File: config.mk
export PLATFORM = sky130hd
export DESIGN_NAME = icap_reboot_seq
export DESIGN_NICKNAME = d
export VERILOG_FILES = /design/src/rtl/icap_reboot_seq.sv
export SDC_FILE = /design/constraint.sdc
export NUM_CORES = 1
export LEC_CHECK = 0
export CAP_MARGIN = 20
export CORE_MARGIN = 5
export CORE_UTILIZATION = 45
export CTS_CLUSTER_SIZE = 20
export DETAILED_ROUTE_END_ITERATION = 16
export PLACE_DENSITY = 0.78
export SLEW_MARGIN = 20
export SYNTH_ARGS = -nofsm -noshare
export SYNTH_HDL_FRONTEND = slang
export SYNTH_SLANG_ARGS = --single-unit
File: constraint.sdc
create_clock -name clk -period 2.3 [get_ports clk]
set_clock_uncertainty 0.15 [all_clocks]
set_input_delay 0.69 -clock clk [delete_from_list [all_inputs] [get_ports clk]]
set_output_delay 0.69 -clock clk [all_outputs]
set_load 0.01 [all_outputs]
File: src/rtl/icap_reboot_seq.sv
// -----------------------------------------------------------------------------
// icap_reboot_seq
//
// Wishbone master that streams the Spartan-3A MultiBoot/IPROG command sequence
// into the downstream ICAP Wishbone slave, one byte per transaction. Firmware
// supplies a boot address and pulses start; the block sends dummy word, sync
// word, GENERAL register writes, the REBOOT command and NOOP padding, then
// reports done (or error if the slave stops acknowledging).
//
// Optional feature: define ICAP_REBOOT_FALLBACK_EN to add the fallback_addr
// port and the GENERAL3/GENERAL4 writes (golden image address), growing the
// sequence from 20 to 28 bytes.
//
// Parameters:
//   READ_OPCODE  SPI read opcode placed in the upper byte of GENERAL2/GENERAL4
//   BITSWAP      1: reverse bit order of each byte on dat_o[7:0] (ICAP D0=MSB)
//   ACK_TIMEOUT  clocks allowed in REQ without ack before aborting (2..255)
//
// Ports:
//   clk, reset_n      clock, asynchronous active-low reset
//   start             one-cycle request, honoured only in IDLE/DONE/ERR
//   boot_addr         24-bit flash address of the image to boot
//   fallback_addr     24-bit golden image address (fallback build only)
//   busy              high from accepted start until DONE or ERR
//   done              one-cycle pulse after the final byte's ack
//   error             set on ack timeout, held until next accepted start
//   cyc_o/stb_o/we_o  Wishbone strobes (all identical)
//   dat_o             {24'h0, sequence byte}
//   ack_i             Wishbone ack from the ICAP slave
// -----------------------------------------------------------------------------
module icap_reboot_seq #(
    parameter logic [7:0]  READ_OPCODE = 8'h0B,
    parameter bit          BITSWAP     = 1'b1,
    parameter int unsigned ACK_TIMEOUT = 15
) (
    input  logic        clk,
    input  logic        reset_n,
    input  logic        start,
    input  logic [23:0] boot_addr,
`ifdef ICAP_REBOOT_FALLBACK_EN
    input  logic [23:0] fallback_addr,
`endif
    output logic        busy,
    output logic        done,
    output logic        error,
    output logic        cyc_o,
    output logic        stb_o,
    output logic        we_o,
    output logic [31:0] dat_o,
    input  logic        ack_i
);

`ifdef ICAP_REBOOT_FALLBACK_EN
    localparam logic [4:0] LAST_IDX = 5'd27;
`else
    localparam logic [4:0] LAST_IDX = 5'd19;
`endif
    // Count value on which the ACK_TIMEOUT-th REQ clock completes.
    localparam logic [7:0] CNT_LAST = 8'(ACK_TIMEOUT - 1);

    typedef enum logic [2:0] {
        S_IDLE,
        S_REQ,
        S_GAP,
        S_DONE,
        S_ERR
    } state_t;

    state_t      state_q;
    logic [4:0]  idx_q;
    logic [7:0]  cnt_q;
    logic [23:0] boot_q;
`ifdef ICAP_REBOOT_FALLBACK_EN
    logic [23:0] fb_q;
`endif
    logic        busy_q;
    logic        done_q;
    logic        error_q;
    logic        stb_q;
    logic [7:0]  dat_q;

    logic [4:0]  rom_idx;
    logic [15:0] rom_word;
    logic [7:0]  rom_sel;
    logic [7:0]  rom_swp;
    logic [7:0]  rom_byte;

    // Byte ROM. dat_q is loaded on entry to REQ: from GAP the index was
    // already advanced on the ack edge; on start the index is 0, and word 0
    // is the address-independent dummy word, so the not-yet-latched
    // addresses do not matter.
    always_comb begin
        rom_idx  = (state_q == S_GAP) ? idx_q : 5'd0;
        rom_word = 16'h0000;
        case (rom_idx[4:1])
            4'd0:  rom_word = 16'hFFFF;                    // dummy
            4'd1:  rom_word = 16'hAA99;                    // sync
            4'd2:  rom_word = 16'h3261;                    // GENERAL1 write
            4'd3:  rom_word = boot_q[15:0];
            4'd4:  rom_word = 16'h3281;                    // GENERAL2 write
            4'd5:  rom_word = {READ_OPCODE, boot_q[23:16]};
`ifdef ICAP_REBOOT_FALLBACK_EN
            4'd6:  rom_word = 16'h32A1;                    // GENERAL3 write
            4'd7:  rom_word = fb_q[15:0];
            4'd8:  rom_word = 16'h32C1;                    // GENERAL4 write
            4'd9:  rom_word = {READ_OPCODE, fb_q[23:16]};
            4'd10: rom_word = 16'h30A1;                    // CMD write
            4'd11: rom_word = 16'h000E;                    // REBOOT
            4'd12: rom_word = 16'h2000;                    // NOOP
            4'd13: rom_word = 16'h2000;                    // NOOP
`else
            4'd6:  rom_word = 16'h30A1;                    // CMD write
            4'd7:  rom_word = 16'h000E;                    // REBOOT
            4'd8:  rom_word = 16'h2000;                    // NOOP
            4'd9:  rom_word = 16'h2000;                    // NOOP
`endif
            default: rom_word = 16'h0000;
        endcase
        // High byte of each word goes first.
        rom_sel = rom_idx[0] ? rom_word[7:0] : rom_word[15:8];
        rom_swp = '0;
        for (int i = 0; i < 8; i++) begin
            rom_swp[i] = rom_sel[7-i];
        end
        rom_byte = BITSWAP ? rom_swp : rom_sel;
    end

    always_ff @(posedge clk or negedge reset_n) begin
        if (!reset_n) begin
            state_q <= S_IDLE;
            idx_q   <= '0;
            cnt_q   <= '0;
            boot_q  <= '0;
`ifdef ICAP_REBOOT_FALLBACK_EN
            fb_q    <= '0;
`endif
            busy_q  <= 1'b0;
            done_q  <= 1'b0;
            error_q <= 1'b0;
            stb_q   <= 1'b0;
            dat_q   <= '0;
        end else begin
            done_q <= 1'b0;
            case (state_q)
                S_IDLE, S_DONE, S_ERR: begin
                    if (start) begin
                        boot_q  <= boot_addr;
`ifdef ICAP_REBOOT_FALLBACK_EN
                        fb_q    <= fallback_addr;
`endif
                        idx_q   <= '0;
                        cnt_q   <= '0;
                        error_q <= 1'b0;
                        busy_q  <= 1'b1;
                        stb_q   <= 1'b1;
                        dat_q   <= rom_byte;
                        state_q <= S_REQ;
                    end else if (state_q == S_DONE) begin
                        state_q <= S_IDLE;
                    end
                end
                S_REQ: begin
                    // An ack on the final allowed clock still wins over timeout.
                    if (ack_i) begin
                        stb_q <= 1'b0;
                        if (idx_q == LAST_IDX) begin
                            done_q  <= 1'b1;
                            busy_q  <= 1'b0;
                            state_q <= S_DONE;
                        end else begin
                            idx_q   <= idx_q + 5'd1;
                            state_q <= S_GAP;
                        end
                    end else if (cnt_q == CNT_LAST) begin
                        stb_q   <= 1'b0;
                        busy_q  <= 1'b0;
                        error_q <= 1'b1;
                        state_q <= S_ERR;
                    end else begin
                        cnt_q <= cnt_q + 8'd1;
                    end
                end
                S_GAP: begin
                    cnt_q   <= '0;
                    stb_q   <= 1'b1;
                    dat_q   <= rom_byte;
                    state_q <= S_REQ;
                end
                default: state_q <= S_IDLE;
            endcase
        end
    end

    assign busy  = busy_q;
    assign done  = done_q;
    assign error = error_q;
    assign cyc_o = stb_q;
    assign stb_o = stb_q;
    assign we_o  = stb_q;
    assign dat_o = {24'h000000, dat_q};

endmodule
==> flow_metrics.py, run 1 <==
metrics = {
    "finish": {
        "fillers": 601,
        "drive_above_1_share": 0.0792,
        "fin_nets": 409,
        "syn_to_final_growth_pct": 18.7,
        "final_core_util": 0.542,
        "diodes": 0,
    },
    "route": {
        "drc": 0,
        "ant_nets": 0,
        "drt_iter0_markers": 103,
        "routed-wl-met2_mm": 2.93,
        "firstDrtPassIters": 4,
        "wl_met3_um": 399,
        "vias_per_cell": 5.13,
        "wl_mm": 6.14,
        "wl_met1_mm": 2.71,
        "wl_per_cell_um": 13.5,
        "route.vias.total": 2337,
        "top_layer_used": "met4",
    },
    "global_routing": {
        "grt_pass1_wl_mm": 10.4,
        "first_global_vias": 2223,
        "grt_usage": 0.166,
        "antenna_found_initial": 0,
        "grt_overflow": 0,
        "grt_max_degree": 53,
    },
    "power": {
        "peakVddDrop_mv": 0.402,
        "p_per_area_mw_per_mm2": 1050,
        "power_frac_seq": 0.431,
        "p_comb_frac": 0.417,
        "internal_power_uw": 2190,
        "p_sw_uw": 1380,
        "p_leak_uw": 0.00155,
        "p_sw_frac": 0.386,
        "clkPwrFrac": 0.152,
    },
    "synthesis": {
        "synth_edf_count": 0,
        "synthSimpleGateAreaFrac": 0.254,
        "avgSynthCellArea_um2": 8.50,
        "async_reset_ff_frac": 1.00,
        "synth-main-ff-cell": "dfrtp_1",
        "synth_top_family_by_area": "simple AND/OR/NAND/NOR gates",
        "yosys_warnings": 0,
        "synth_area_mm2": 0.00285,
        "seq_area_frac_synth": 0.457,
        "synthTopCellsByArea": "dfrtp_1 (46%), nand2_1 (12%), buf_4 (6.9%)",
        "syn_inst": 335,
        "synth_compound_area_frac": 0.144,
        "netlist.area_leader.share": 0.457,
        "muxShareOfSynthArea": 0.00747,
        "yosysTopAreaCell": "dfrtp_1",
        "synth-seq-cells": 52,
        "synthAdderAreaFrac": 0.0132,
        "yosysMostFrequentCell": "nand2_1",
        "synth-xor-area-share": 0.0184,
        "synth_commonest_cells": "nand2_1 (94), dfrtp_1 (52), buf_4 (26)",
        "synth.distinct_cells": 50,
    },
    "place": {
        "globalplace.congestion": 0.906,
        "port_buffers": 41,
        "pre_cts_slack_ns": -0.0440,
        "post-dp-hpwl_mm": 4.60,
    },
    "clock_tree": {
        "holdBufCountCts": 0,
        "cts-root-buf": "clkbuf_8",
        "clock_latency_ns": 0.31,
        "cts_tree": "done",
        "post_cts_resize_count": 0,
        "clock_sinks": 52,
        "cts_buffer_depth": 2,
        "path_clk_slew_ns": 0.10,
        "htreeDepth": 2,
        "post_cts_buffers": 0,
        "cts_buffers": 5,
    },
    "worst_setup_path": {
        "crit_arrival_ns": 1.27,
        "required_ns": 1.46,
        "cp_slowest_cell": "clkdlybuf4s50_1",
        "critPathKind": "flip-flop to primary output",
        "start_kind": "flip-flop",
        "critPathCaptureType": "primary output",
        "critical-path-top-delay-family": "buffers and inverters",
        "cp_cell_sequence": "clkdlybuf4s50_1",
        "critical_path_buf_inv_count": 1,
        "slowest_delay_ns": 0.56,
        "cp_max_fo": 4,
    },
    "sta": {
        "tightest_slew_ns": 0.505,
        "hold_viol": 0,
        "layout_setup_ws_ns": 0.191,
        "final_max_slew_viol_count": 0,
        "max_freq_mhz": 474,
        "fin_crit_sh": 0.917,
        "final-setup-viol-count": 0,
        "finalCriticalPeriod_ns": 2.11,
        "slew_headroom": 0.663,
        "rsz0062_at_grt": "false",
    },
    "floorplanning": {
        "dieArea_mm2": 0.00802,
        "start_util": 0.456,
        "fp.dieW_um": 89.6,
        "fp-row-count": 29,
        "coreArea_mm2": 0.00624,
        "die-height_um": 89.6,
        "pin_count": 66,
    },
    "outcome": {
        "status": "finished clean",
    },
    "flow_run": {
        "max_cap_viol_count": 0,
    },
    "min_path": {
        "hold_class": "input pin to asynchronous set/reset pin",
    },
}
## sequential cells by signal, indices dropped and copies added (netlist names)
register	cells
boot_q	24
cnt_q	8
dat_q	8
idx_q	5
state_q	3
busy	1
cyc_o	1
done	1
error	1
## metrics by stage
stage	power [µW]	setup TNS, ns	hold slack [ns]	instances	cell area [µm²]
after CTS	3590	0	0.212	456	3380
final	3560	0	0.198	456	3380
after global placement	2990	-0.0432	0.311	448	3290
after detailed placement	3040	-0.201	0.312	448	3290
after floorplan	2450	0	0.244	358	2940
after global routing	3860	0	0.221	456	3380
## cells in the final DEF, fill, tap and decap left out, types with 5 or more instances in the layout
cell / instances
a211oi_1: 6
a21oi_1: 15
buf_4: 15
inv_1: 5
nand2_1: 94
dfrtp_1: 52
clkdlybuf4s50_1: 40
nor2_1: 17
clkbuf_8: 6
conb_1: 24
nor2b_1: 5
nand3_1: 10
nor3_1: 6
o21ai_0: 19
## path summary, 6_finish.rpt
path / slack [ns] / start / cells after the start / end
setup / recovery: 0.19 / cyc_o / 1 / cyc_o
hold / removal: 0.20 / reset_n / 2 / cnt_q[5]
setup reg to reg: 0.33 / idx_q[1] / 5 / dat_q[1]
hold reg to reg: 0.33 / dat_q[0] / 2 / dat_q[0]
max in group asynchronous: 1.57 / reset_n / 2 / boot_q[12]
min in group clk: 0.33 / dat_q[0] / 2 / dat_q[0]
## cell type report
class / count / area [µm²] / area share
clock buffers: 6 / 82.6 / 0.0244
flip-flops and latches: 52 / 1300 / 0.385
multi-input cells: 257 / 1340 / 0.395
well taps: 77 / 96.3 / 0.0285
inverters: 5 / 18.8 / 0.00555
repair buffers: 57 / 538 / 0.159
clock inverters: 2 / 10.0 / 0.00296
## power groups by stage
stage	logic (µW)	clock network (µW)	registers [µW]
after global routing	1690	591	1590
after floorplan	978	0	1480
final	1490	541	1530
after detailed placement	1490	0	1550
after CTS	1500	555	1540
after global placement	1450	0	1540
## kinds of logic (layout without fill, tap and decap cells)
logic type / Yosys count / after routing
and+or+nand+nor: 158 / 158
AOI/OAI and AO/OA: 64 / 64
DFF: 52 / 52
buffers and inverters: 49 / 70
xor gates and xnor gates: 6 / 6
adders and majority gates: 3 / 3
muxes: 2 / 2
other: 1 / 24
## layer usage
metal | vias up | track usage
li1 | 1169 | -
met1 | 1079 | 0.216
met2 | 79 | 0.274
met3 | 10 | 0.0383
met4 | 0 | 0.0541
met5 | - | 0
Power figures use the tool's default switching activity.
==> run 2, diff against run 1 <==
Settings changed: SKIP_LAST_GASP from default to 1.
==> results of run 2 <==
No change in the layout: final DEF, timing and power equal those of run 1.
==> run 3, diff against run 2 <==
Settings changed: GPL_TIMING_DRIVEN from default to 0, REMOVE_ABC_BUFFERS from default to 1.
==> run 3 against run 2 <==
First-iteration DRC count up 54%. Critical path depth up 5. Sequential share of layout area up 1.1 points. Critical endpoint is now idx_q[4].
==> flow_metrics.py, run 3 (synthesis gave the netlist of run 1 again) <==
metrics = {
    "outcome": {
        "status": "finished clean",
    },
    "clock_tree": {
        "cts-root-buf": "clkbuf_8",
        "cts_buffers": 5,
        "clock_latency_ns": 0.30,
        "cts_buffer_depth": 2,
        "path_clk_slew_ns": 0.10,
        "cts_tree": "done",
        "clock_sinks": 52,
        "htreeDepth": 2,
    },
    "floorplanning": {
        "fp.dieW_um": 89.6,
        "die-height_um": 89.6,
        "dieArea_mm2": 0.00802,
        "fp-row-count": 29,
        "start_util": 0.456,
        "coreArea_mm2": 0.00624,
        "pin_count": 66,
    },
    "global_routing": {
        "antenna_found_initial": 0,
        "first_global_vias": 2180,
        "grt_overflow": 0,
        "grt_max_degree": 53,
        "grt_usage": 0.157,
        "grt_pass1_wl_mm": 9.97,
    },
    "route": {
        "firstDrtPassIters": 4,
        "vias_per_cell": 5.33,
        "wl_per_cell_um": 13.5,
        "wl_mm": 5.97,
        "drc": 0,
        "drt_iter0_markers": 159,
        "route.vias.total": 2357,
        "ant_nets": 0,
    },
    "sta": {
        "final-setup-viol-count": 0,
        "layout_setup_ws_ns": 0.110,
        "fin_crit_sh": 0.952,
        "fin_hold_ws_ns": 0.247,
        "final_max_slew_viol_count": 0,
        "max_freq_mhz": 457,
        "rsz0062_at_grt": "false",
        "tightest_slew_ns": 0.694,
        "hold_viol": 0,
        "finalCriticalPeriod_ns": 2.19,
        "slew_headroom": 0.537,
    },
    "power": {
        "clkPwrFrac": 0.156,
        "internal_power_uw": 2110,
        "p_sw_uw": 1350,
        "peakVddDrop_mv": 0.629,
        "p_comb_frac": 0.389,
        "p_per_area_mw_per_mm2": 1050,
        "p_sw_frac": 0.389,
        "p_leak_uw": 0.00149,
        "power_frac_seq": 0.455,
        "power.total_uw": 3460,
    },
    "worst_setup_path": {
        "crit_arrival_ns": 2.22,
        "r2r_end": "idx_q[4]",
        "start_kind": "input pin",
        "critPathCaptureType": "flip-flop",
        "cp_slowest_cell": "clkdlybuf4s50_1",
        "slowest_delay_ns": 0.59,
        "cp_max_fo": 17,
        "critPathLaunch": "start",
        "reg2reg_slack_ns": 0.19,
        "reg2reg_from": "idx_q[0]",
        "critPathKind": "input pin to flip-flop",
        "required_ns": 2.33,
        "cp_cell_sequence": "clkdlybuf4s50_1 > o21ai_2 > buf_8 > a211oi_1 > xnor2_1 > nor2_1",
        "worst-r2r-cell-count": 6,
        "critical_path_buf_inv_count": 2,
        "critical-path-top-delay-family": "buffers and inverters",
    },
    "place": {
        "post-dp-hpwl_mm": 4.33,
        "pre_cts_slack_ns": -0.579,
        "globalplace.congestion": 0.892,
        "port_buffers": 41,
    },
    "finish": {
        "largest_reg_flops": 24,
        "top_regs": "boot_q: 24 flops, cnt_q: 8 flops, dat_q: 8 flops",
        "regMostFlops": "boot_q",
        "final_common_cell": "nand2_1",
        "syn_to_final_growth_pct": 15.5,
        "final_core_util": 0.527,
        "fin_nets": 395,
        "final_cell_mix": "nand2_1 (94), dfrtp_1 (52), clkdlybuf4s50_1 (39)",
        "drive_above_1_share": 0.0466,
        "diodes": 0,
    },
    "min_path": {
        "hold_class": "input pin to asynchronous set/reset pin",
    },
    "flow_run": {
        "max_cap_viol_count": 0,
    },
}
-- run 3: routing by layer --
layer / GRT usage / wire [µm] / part of all wire
met1: 0.214 / 2730 / 0.46
met2: 0.247 / 2740 / 0.46
met3: 0.0347 / 367 / 0.061
met4: 0.0582 / 131 / 0.022
met5: 0 / 0 / 0
-- run 3: how the worst max path moves through the flow --
stage	endpoint	slack (ns)	cells after the start
2_1_floorplan	idx_q[4]	-0.07	5
3_3_place_gp	boot_q[13]	-1.08	1
3_5_place_dp	idx_q[2]	-0.58	4
4_1_cts	idx_q[2]	0.06	4
5_1_grt	dat_q[4]	0.03	5
6_report	idx_q[4]	0.11	6
-- run 3: power groups by stage --
| stage | combinational, µW | sequential (µW) | clock [µW] |
|---|---|---|---|
| finish | 1350 | 1570 | 539 |
| global route | 1540 | 1630 | 587 |
| CTS | 1350 | 1570 | 554 |
| detailed placement | 1330 | 1590 | 0 |
| global placement | 1270 | 1570 | 0 |
| floorplan | 782 | 1560 | 0 |
-- run 3: timing repair --
action | 4_1_cts | 5_1_grt
setup buffers | 1 | 0
endpoints found under the setup margin | 8 | 5
pin swaps | 1 | 1
gates resized for setup | 1 | 2
hold buffers | 0 | 0
endpoints found under the hold margin | 0 | 0
-- run 3: cell type report --
type / instances / area (µm²)
Tap cell: 77 / 96.3
Multi-Input combinational cell: 257 / 1350
Fill cell: 578 / 2950
Inverter: 5 / 18.8
Sequential cell: 52 / 1300
Clock inverter: 1 / 7.51
Clock buffer: 7 / 86.3
Timing Repair Buffer: 43 / 433
-- run 3: stage by stage --
| step | std cells | setup TNS (ns) | instance area, µm² |
|---|---|---|---|
| 4_1_cts | 442 | 0 | 3280 |
| 3_3_place_gp | 432 | -70.81 | 3160 |
| 3_5_place_dp | 433 | -10.05 | 3180 |
| 5_1_grt | 442 | 0 | 3290 |
| 6_report | 442 | 0 | 3290 |
| 2_1_floorplan | 314 | -0.0692 | 2660 |
